===== src/rtl/uart_rx.sv =====
// rtl/uart_rx.sv - UART receiver: 8N1-style framing, mid-bit sampling, valid/ready word output
// Optional macro UART_RX_MAJORITY_EN: 3-sample majority vote at every sample point.
module uart_rx #(
  parameter int DW        = 8,
  parameter int SYS_FREQ  = 100000000,
  parameter int BAUD_FREQ = 9600
) (
  input  logic          clk,
  input  logic          rst,
  input  logic          rx_ser,
  output logic [DW-1:0] rx_par,
  output logic          rx_valid,
  input  logic          rx_ready,
  output logic          frame_err,
  output logic          overrun
);

  localparam int CLK_DIVISOR = SYS_FREQ / BAUD_FREQ;
  localparam int HALF        = CLK_DIVISOR / 2;
  localparam int CW          = (CLK_DIVISOR > 1) ? $clog2(CLK_DIVISOR) : 1;
  localparam int BW          = $clog2(DW + 1);
  localparam logic [CW-1:0] CNT_FULL = CW'(CLK_DIVISOR - 1);
  localparam logic [CW-1:0] CNT_HALF = CW'(HALF - 1);
  localparam logic [BW-1:0] BIT_LAST = BW'(DW - 1);

  typedef enum logic [2:0] {IDLE, START, DATA, STOP, BRK} state_t;

  state_t        state, state_nxt;
  logic [CW-1:0] cnt, cnt_nxt;
  logic [BW-1:0] bit_cnt, bit_nxt;
  logic [DW-1:0] shreg, shreg_nxt;
  logic          load, ferr_set;
  logic          sync1, rx_sync, sample;

  always_ff @(posedge clk or negedge rst) begin
    if (!rst) begin
      sync1   <= 1'b1;
      rx_sync <= 1'b1;
    end else begin
      sync1   <= rx_ser;
      rx_sync <= sync1;
    end
  end

`ifdef UART_RX_MAJORITY_EN
  logic hist1, hist2;

  always_ff @(posedge clk or negedge rst) begin
    if (!rst) begin
      hist1 <= 1'b1;
      hist2 <= 1'b1;
    end else begin
      hist1 <= rx_sync;
      hist2 <= hist1;
    end
  end

  // A single-cycle glitch on the line cannot flip the vote of three consecutive samples.
  assign sample = (rx_sync & hist1) | (rx_sync & hist2) | (hist1 & hist2);
`else
  assign sample = rx_sync;
`endif

  always_ff @(posedge clk or negedge rst) begin
    if (!rst) state <= IDLE;
    else      state <= state_nxt;
  end

  always_comb begin
    state_nxt = state;
    cnt_nxt   = cnt;
    bit_nxt   = bit_cnt;
    shreg_nxt = shreg;
    load      = 1'b0;
    ferr_set  = 1'b0;
    case (state)
      IDLE: begin
        if (!rx_sync) begin
          state_nxt = START;
          cnt_nxt   = '0;
        end
      end
      START: begin
        if (cnt == CNT_HALF) begin
          cnt_nxt   = '0;
          bit_nxt   = '0;
          state_nxt = sample ? IDLE : DATA;
        end else begin
          cnt_nxt = cnt + 1'b1;
        end
      end
      DATA: begin
        if (cnt == CNT_FULL) begin
          cnt_nxt   = '0;
          shreg_nxt = {sample, shreg[DW-1:1]};
          bit_nxt   = bit_cnt + 1'b1;
          if (bit_cnt == BIT_LAST) state_nxt = STOP;
        end else begin
          cnt_nxt = cnt + 1'b1;
        end
      end
      STOP: begin
        // Leaving at mid-stop-bit lets the next start edge be caught without an idle gap.
        if (cnt == CNT_FULL) begin
          cnt_nxt = '0;
          if (sample) begin
            load      = 1'b1;
            state_nxt = IDLE;
          end else begin
            ferr_set  = 1'b1;
            state_nxt = BRK;
          end
        end else begin
          cnt_nxt = cnt + 1'b1;
        end
      end
      BRK: begin
        if (rx_sync) state_nxt = IDLE;
      end
      default: state_nxt = IDLE;
    endcase
  end

  always_ff @(posedge clk or negedge rst) begin
    if (!rst) begin
      cnt       <= '0;
      bit_cnt   <= '0;
      shreg     <= '0;
      rx_par    <= '0;
      rx_valid  <= 1'b0;
      frame_err <= 1'b0;
      overrun   <= 1'b0;
    end else begin
      cnt       <= cnt_nxt;
      bit_cnt   <= bit_nxt;
      shreg     <= shreg_nxt;
      frame_err <= ferr_set;
      overrun   <= load && rx_valid && !rx_ready;
      if (load) begin
        rx_par   <= shreg;
        rx_valid <= 1'b1;
      end else if (rx_valid && rx_ready) begin
        rx_valid <= 1'b0;
      end
    end
  end

endmodule

===== config.mk =====
export PLATFORM = sky130hd
export DESIGN_NAME = uart_rx
export DESIGN_NICKNAME = d
export VERILOG_FILES = /design/src/rtl/uart_rx.sv
export SDC_FILE = /design/constraint.sdc
export NUM_CORES = 1
export LEC_CHECK = 0
export BUFFER_PORTS_ARGS = -buffer_cell sky130_fd_sc_hd__buf_2
export CELL_PAD_IN_SITES_DETAIL_PLACEMENT = 0
export CELL_PAD_IN_SITES_GLOBAL_PLACEMENT = 1
export CORE_ASPECT_RATIO = 0.8
export CORE_MARGIN = 2
export CORE_UTILIZATION = 30
export CTS_BUF_LIST = sky130_fd_sc_hd__clkbuf_4
export DETAILED_ROUTE_END_ITERATION = 6
export PLACE_DENSITY_LB_ADDON = 0.08
export SLEW_MARGIN = 40
export SYNTH_ARGS = -nofsm -noshare
export SYNTH_HDL_FRONTEND = slang
export SYNTH_SLANG_ARGS = --single-unit

===== constraint.sdc =====
create_clock -name clk -period 5.65 [get_ports clk]
set_input_delay 0.8475 -clock clk [delete_from_list [all_inputs] [get_ports clk]]
set_output_delay 0.8475 -clock clk [all_outputs]
set_load 0.01 [all_outputs]

### Word-level counts from Yosys, hierarchy flattened

Cells that the tools add are included.

* $add $sub $neg: 2
* equality and inequality tests: 13
* muxes and demuxes: 24
* reduce and logical (&&, ||, !) cells: 13

Operator list (count)
* 2-to-1 mux 14 bit: 3
* case mux 14 bit (3 select lines): 1
* 2-to-1 mux 3 bit: 7
* case mux 3 bit (5 select lines): 1
* adder 14 x 1 -> 14 bit, second input constant: 1
* equality test 14 x 13 -> 1 bit, second input constant: 1
* equality test 14 bit, second input constant: 1
* != test 2 bit, second input constant: 6
* 2-to-1 mux 1 bit: 8
* 2-to-1 mux 4 bit: 2
* case mux 4 bit (2 select lines): 1
* equality test 3 x 2 -> 1 bit, second input constant: 2
* AND reduction 6 bit: 1
* adder 4 x 1 -> 4 bit, second input constant: 1
* equality test 4 x 3 -> 1 bit, second input constant: 1
* AND reduction 2 bit: 2
* nonzero test 2 bit: 2
* equality test 3 x 1 -> 1 bit, second input constant: 1
* equality test 3 bit, second input constant: 1
* logical AND 1 bit: 3
* logical NOT 3 bit: 1
* AND reduction 3 bit: 1
* nonzero test 3 bit: 1
* 2-to-1 mux 2 bit: 1
* other kinds (2): 2

* flip-flop bits (word level): 42
* input port bits: 4
* output and inout port bits: 11
* word-level logic and storage cells: 62

### Logic depth before layout (Yosys ltp)

Gate-level depths: netlist (run 1).

* depth in word-level cells: 5
* depth in mapped cells: 7
* mapped depth without buffers: 6

### Worst setup path after synthesis (run 1)

Ideal clock, no wire load.

* path type: register to register
* start: register cnt[5]
* end: register cnt[11]
* library setup time: 118 ps
* arrival time: 1872 ps
* required time: 5532 ps
* path slack: 3660 ps
* stages on the path, launching flop included: 6
* buffers on the path: 0
* clock period less this slack: 1990 ps
* cells stage by stage: dfrtp_1 > or4_1 > or4_4 > a2bb2oi_4 > o21ai_2 > a21o_1

* cells in the longest elaborated chain, start to end: 3
* elaborated cells on any way between the ends: 6
* classes of those cells: 1 x add/sub; 2 x eq/ne; 3 x mux

RTL lines
* start: declaration: RTL line 29 `logic [CW-1:0] cnt, cnt_nxt;`
* start signal: assignment: RTL line 134 `cnt <= cnt_nxt;`
* adder 14 x 1 -> 14 bit, or another cell as far along: RTL line 89, 99, 114
* 2-to-1 mux 14 bit, on equally long branches: RTL line 93, 104, 84
* case mux 14 bit (3 select lines) *: RTL line 76 `case (state)`

Every way passes the cells marked *; elsewhere a longest branch is shown, timed or not.
A chain may end at the register's enable or synchronous reset.

### Worst setup path in the final report (run 1)

* start: register cnt[4]
* end: register rx_par[0]

* cells in the longest elaborated chain, start to end: 3

RTL lines
* equality test 14 bit: RTL line 104 `if (cnt == CNT_FULL) begin`
* 2-to-1 mux 1 bit: RTL line 104
* 2-to-1 mux 1 bit: RTL line 76
* end signal: assignment: RTL line 140 `rx_par <= shreg;`
* end: declaration: RTL line 11 `output logic [DW-1:0] rx_par,`

Every way passes these cells.

==> results of run 1 <==
[worst reg2reg max path: cells and delay by family, from the launching register on]
kind / cells / cell delay (ps)
buf+inv: 1 / 240
flops: 1 / 470
simple gates: 3 / 1210
mux: 1 / 370
[cell usage after synthesis, drive strengths merged]
| master | n |
|---|---|
| a21oi | 2 |
| dfstp | 2 |
| a22oi | 1 |
| a32oi | 1 |
| inv | 6 |
| nor2 | 18 |
| a41oi | 1 |
| nand2 | 17 |
| o21ai | 10 |
| nor4 | 3 |
| nand4 | 3 |
| nand4b | 1 |
| mux2 | 15 |
| or2b | 1 |
| nor3b | 1 |
| buf | 4 |
| a21o | 3 |
| mux2i | 1 |
| a32o | 1 |
| a211oi | 1 |
| o21a | 1 |
| xnor2 | 2 |
| nor3 | 4 |
| nand4bb | 2 |
| or4b | 1 |
| ha | 2 |
| a31oi | 3 |
| a311oi | 1 |
| o22ai | 1 |
| clkbuf | 2 |
| xor2 | 6 |
| or4 | 3 |
| nand3 | 8 |
| a2bb2oi | 1 |
| dfrtp | 40 |
| nand3b | 2 |
| a22o | 3 |
| and3 | 3 |
| and4 | 4 |
[sequential cells by signal, summed over array words and instances (netlist names)]
name,flops
frame_err,1
shreg,8
state,3
bit_cnt,4
sync1,1
rx_par,8
rx_valid,1
overrun,1
rx_sync,1
cnt,14
[area by class of cell]
type,instances,share of cell area
Clock buffer,5,0.0163
Sequential cell,42,0.458
Inverter,6,0.00979
Tap cell,84,0.0457
Timing Repair Buffer,15,0.0348
Multi-Input combinational cell,127,0.405
Clock inverter,3,0.0299
[layer usage]
| metal | track usage | vias to the layer above | share of wire |
|---|---|---|---|
| met5 | 0 | - | 0 |
| met4 | 0.0371 | 0 | 0.0061 |
| met3 | 0.0340 | 2 | 0.028 |
| met2 | 0.157 | 16 | 0.41 |
| met1 | 0.199 | 683 | 0.56 |
| li1 | - | 690 | - |
[where the power goes]
part | total (mW) | leakage [nW] | switching [mW] | internal [mW]
registers | 0.303 | 0.565 | 0.000817 | 0.302
clock network | 0.242 | 0.0554 | 0.104 | 0.138
logic | 0.00775 | 0.464 | 0.00659 | 0.00116
total | 0.553 | 1.08 | 0.111 | 0.442
[worst max-delay path by stage]
stage / from / end / slack (ps) / depth (start not counted)
finish: cnt[4] / rx_par[0] / 3250 / 5
global route: cnt[0] / rx_par[0] / 3100 / 6
floorplan: cnt[5] / cnt[11] / 3660 / 5
detailed placement: cnt[4] / rx_par[7] / 3230 / 5
CTS: cnt[8] / rx_par[0] / 3220 / 5
global placement: cnt[4] / rx_par[6] / 3320 / 5
[cells by family (layout without fill, tap and decap cells)]
| family | count (synthesis) | count (layout) | share of synthesized area |
|---|---|---|---|
| adder cells (fa/ha/maj) | 2 | 2 | 0.0123 |
| XOR/XNOR | 8 | 8 | 0.0345 |
| flip-flops | 42 | 42 | 0.518 |
| AND/OR/NAND/NOR | 71 | 71 | 0.196 |
| multiplexers | 16 | 16 | 0.0898 |
| AO/OA/AOI/OAI | 30 | 30 | 0.124 |
| buffers and inverters | 12 | 29 | 0.0258 |
[per-stage QoR]
stage	util	area [sq um]	worst slack, ps	hold slack (ps)	power (mW)
after global placement	0.338	2190	3320	350	0.316
after floorplan	-	2030	3660	345	0.309
after global routing	0.355	2300	3100	369	0.576
after detailed placement	0.338	2190	3230	347	0.317
after CTS	0.354	2290	3220	366	0.560
final	0.355	2300	3250	366	0.553
==> flow_metrics.py, run 1 <==
metrics = {
    "global_route": {
        "grt_pass1_vias": 1362,
        "grt_overflow": 0,
        "grt.total_usage": 0.124,
        "grt_pass1_wl_um": 7120,
        "grt_max_degree": 43,
        "antenna_found_initial": 0,
    },
    "timing": {
        "setup_viol": 0,
        "setup-tns-final_ps": 0,
        "finalCritPeriodShare": 0.424,
        "relSlewSlack": 0.599,
        "fin_crit_ps": 2400,
        "fmax_mhz": 417,
        "finalMaxSlewViolations": 0,
        "grt_setup_unrepaired": "no",
        "hold_viol": 0,
        "finClkSkew_ps": 13.1,
        "worst_pin_slew_ps": 601,
    },
    "yosys": {
        "synth.distinct_cells": 48,
        "synth.cell_area_sq_um": 2030,
        "yosys-top-cells-area": "dfrtp_1 (49%), mux2_1 (6.1%), nor2_1 (3.3%), nand2_1 (3.0%), dfstp_2 (2.6%)",
        "yosysSeqAreaShare": 0.518,
        "synth_nets": 187,
        "synth-seq-cells": 42,
        "ys_warn_count": 0,
        "synthCells": 181,
        "synth_top_cell_area_share": 0.492,
        "postSynthAreaPerCell_sq_um": 11.2,
        "yosysTopAreaCell": "dfrtp_1",
    },
    "final_layout": {
        "regArea_sq_um": 1050,
        "stdcell_count": 282,
        "layout_commonest_cell": "dfrtp_1",
        "drive_gt1_frac": 0.217,
        "area_growth_pct": 13.1,
        "multi_input_area_sq_um": 932,
        "fill_cells": 629,
        "diodes": 0,
        "fin_nets": 203,
        "final_cell_mix": "dfrtp_1 (40), nor2_1 (18), nand2_1 (16)",
    },
    "detailed_routing": {
        "postRouteAntennaNets": 0,
        "num_vias": 1391,
        "drt_iter0_drc": 57,
        "via_per_inst": 4.93,
        "wl_per_cell_um": 15.0,
        "drt-pass1-iter-count": 4,
        "drc": 0,
        "wl_um": 4240,
    },
    "clocking": {
        "cts_hold_buf": 0,
        "ctsHtreeMaxLevel": 2,
        "cts_root_buffer": "clkbuf_4",
        "cts_tree": "yes",
        "cts_buffers": 5,
        "cts_buffer_depth": 2,
        "postCtsSetupBuffers": 0,
        "path_clk_slew_ps": 140,
        "clk_latency_ps": 350,
        "ctsResizeCount": 0,
        "clock-sinks": 42,
    },
    "worst_setup_path": {
        "reg2reg_slack_ps": 3250,
        "slowest_delay_ps": 550,
        "required_ps": 5890,
        "r2r_end": "rx_par[0]",
        "cpLargestDelayFamily": "simple AND/OR/NAND/NOR gates",
        "worstRegToRegCells": 5,
        "cp-start-kind": "flip-flop",
        "timing.rr.start": "cnt[4]",
        "crit_fanout": 11,
        "cp_cell_sequence": "or4_1 -> nor4_2 -> buf_4 -> and4_1 -> mux2_1",
        "worst-path-buf-inv": 1,
        "endpoint_kind": "flip-flop",
        "path_class": "reg -> reg",
        "worst_ep_arrival_time_ps": 2630,
        "crit_slowest_cell": "or4_1",
    },
    "floorplan": {
        "core_area_sq_um": 6470,
        "die_height_um": 77.6,
        "initial_core_util": 0.314,
        "die_width_um": 96.0,
        "num_rows": 26,
        "ios": 15,
        "die_area_sq_um": 7460,
    },
    "pwr": {
        "peakVddDrop_v": 0.0000877,
        "p_leak_nw": 1.08,
        "pwr_density_cell_nw_per_um2": 240,
    },
    "flow_run": {
        "max_cap_viol_count": 0,
    },
    "hold_path": {
        "hold_path_startpoint": "sync1",
        "hold_path_class": "reg -> reg",
        "holdPathEnd": "rx_sync",
        "hold_depth": 0,
    },
    "place": {
        "placement.io_buffers": 14,
        "place_inst": 274,
        "dpl.hpwl_um": 3030,
        "place_congestion": 0.803,
    },
    "status": {
        "outcome": "finished, final reports clean",
    },
}
No activity file was read; power rests on OpenSTA's default activity.
==> run 2, diff against run 1 <==
clock period = 2 ns   (was 5.65 ns; I/O delays follow)
==> run 2 against run 1 <==
Effect of this change: the run now ends with setup timing left; cell count up 13%; non-clock buffer count up 38; critical path type unchanged; first-iteration DRC count up 8.8%; critical endpoint is now cnt[11]; combinational power rose to 3.6 times the previous value.
==> flow_metrics.py, run 2 (synthesis gave the netlist of run 1 again) <==
metrics = {
    "detailed_routing": {
        "via_per_inst": 4.87,
        "postRouteAntennaNets": 0,
        "wl_per_cell_um": 15.0,
        "drc": 0,
        "drt_iter0_drc": 62,
        "drt-pass1-iter-count": 4,
        "wl_um": 4790,
        "num_vias": 1559,
    },
    "worst_setup_path": {
        "cp_cell_sequence": "or4_1 -> or4_4 -> a2bb2oi_4 -> o21ai_2 -> a21o_1",
        "slowest_delay_ps": 560,
        "cp-start-kind": "flip-flop",
        "required_ps": 2250,
        "worst_ep_arrival_time_ps": 2310,
        "crit_slowest_cell": "or4_4",
        "endpoint_kind": "flip-flop",
        "crit_fanout": 4,
        "path_class": "reg -> reg",
    },
    "global_route": {
        "grt_pass1_vias": 1614,
        "grt_pass1_wl_um": 7840,
        "antenna_found_initial": 0,
        "grt.total_usage": 0.136,
        "grt_overflow": 0,
        "grt_max_degree": 33,
    },
    "timing": {
        "worst_pin_slew_ps": 697,
        "finClkSkew_ps": 16.6,
        "grt_setup_unrepaired": "yes",
        "setup_viol": 9,
        "finalMaxSlewViolations": 0,
        "relSlewSlack": 0.535,
        "fin_crit_ps": 2060,
        "setup-tns-final_ps": -218,
        "finalCritPeriodShare": 1.03,
        "fmax_mhz": 484,
        "hold_viol": 0,
        "setup_ws_ps": -64.2,
    },
    "floorplan": {
        "core_area_sq_um": 6470,
        "ios": 15,
        "initial_core_util": 0.314,
        "die_height_um": 77.6,
        "num_rows": 26,
        "die_area_sq_um": 7460,
        "die_width_um": 96.0,
    },
    "place": {
        "placement.io_buffers": 14,
        "pre_cts_slack_ps": -54.2,
        "place_area_sq_um": 2420,
        "place_congestion": 0.794,
        "dpl.hpwl_um": 3400,
    },
    "hold_path": {
        "hold_path_class": "in -> reg",
    },
    "status": {
        "failed_checks": "setup timing",
        "outcome": "finished, violations left",
    },
    "final_layout": {
        "area_growth_pct": 34.4,
        "reg_top3": "cnt x14, rx_par x8, shreg x8",
        "final_cell_mix": "dfrtp_1 (40), buf_4 (32), nand2_1 (16)",
        "fin_nets": 241,
        "final_area_sq_um": 2730,
        "layout_commonest_cell": "dfrtp_1",
        "largest_reg_flops": 14,
        "regMostFlops": "cnt",
        "diodes": 0,
        "drive_gt1_frac": 0.424,
    },
    "clocking": {
        "path_clk_slew_ps": 140,
        "cts_buffer_depth": 2,
        "cts_root_buffer": "clkbuf_4",
        "clock-sinks": 42,
        "cts_buffers": 5,
        "cts_tree": "yes",
        "clk_latency_ps": 360,
        "ctsHtreeMaxLevel": 2,
    },
    "flow_run": {
        "max_cap_viol_count": 0,
    },
    "pwr": {
        "pwr_density_cell_nw_per_um2": 485,
        "peakVddDrop_v": 0.000218,
        "p_leak_nw": 1.28,
    },
}
-- run 2: cell types whose count changed in the layout (fill, tap and decap cells not counted), moves of 2 or more --
cell,delta
dlygate4sd3_1,+2
buf_12,+2
buf_6,+2
mux2_4,+8
nor2_1,-7
buf_4,+30
bufinv_16,-2
mux2_1,-8
nor2_4,+6
clkinvlp_4,+2
-- run 2: critical path, delay by kind of cell (launching register included) --
family             cells  cell delay [ps]
AOI/OAI and AO/OA      3              460
DFF                    1              430
and+or+nand+nor        2             1070
-- run 2: power by group --
group          leakage [nW]  internal [mW]  switching, mW
combinational         0.689        0.00784         0.0203
clock                0.0278          0.141          0.302
sequential            0.565          0.853        0.00229
total                  1.28           1.00          0.324
-- run 2: metal layers --
layer | global-route usage | vias to the layer above | wire [um] | part of all wire
li1 | - | 768 | - | -
met1 | 0.203 | 777 | 2490 | 0.52
met2 | 0.189 | 12 | 2160 | 0.45
met4 | 0.0429 | 0 | 29 | 0.0060
met5 | 0 | - | 0 | 0
met3 | 0.0388 | 2 | 110 | 0.023
-- run 2: through the flow --
step                hold slack, ps  power (mW)   util  std cells
floorplan                     4.41       0.873      -        181
global placement               348       0.896  0.374        302
detailed placement             349       0.898  0.374        302
CTS                           10.7        1.35  0.393        314
global route                   195        1.40  0.422        320
finish                         213        1.33  0.422        320
-- run 2: repair_timing --
item / in CTS / in global routing
setup buffers: 3 / 4
gates cloned: 0 / 1
endpoints found under the setup margin: 27 / 33
hold buffers: 1 / 1
pin swaps: 4 / 12
gates resized for setup: 6 / 28
hold endpoints to repair: 26 / 1
-- run 2: worst paths after layout --
path	from	to	slack, ps	depth (start not counted)
setup / recovery	cnt[7]	cnt[11]	-60	5
hold / removal	rx_ready	overrun	210	3
setup reg to reg	cnt[7]	cnt[11]	-60	5
hold reg to reg	sync1	rx_sync	370	0
max in group asynchronous	rst	cnt[4]	890	3
min in group asynchronous	rst	rx_par[5]	500	2
-- run 2: area by class of cell --
type / count / area, sq um
Timing Repair Buffer: 53 / 418
Clock buffer: 5 / 37.5
Fill cell: 613 / 3740
Tap cell: 84 / 105
Clock inverter: 3 / 23.8
Sequential cell: 42 / 1050
Inverter: 6 / 22.5
Multi-Input combinational cell: 127 / 1070
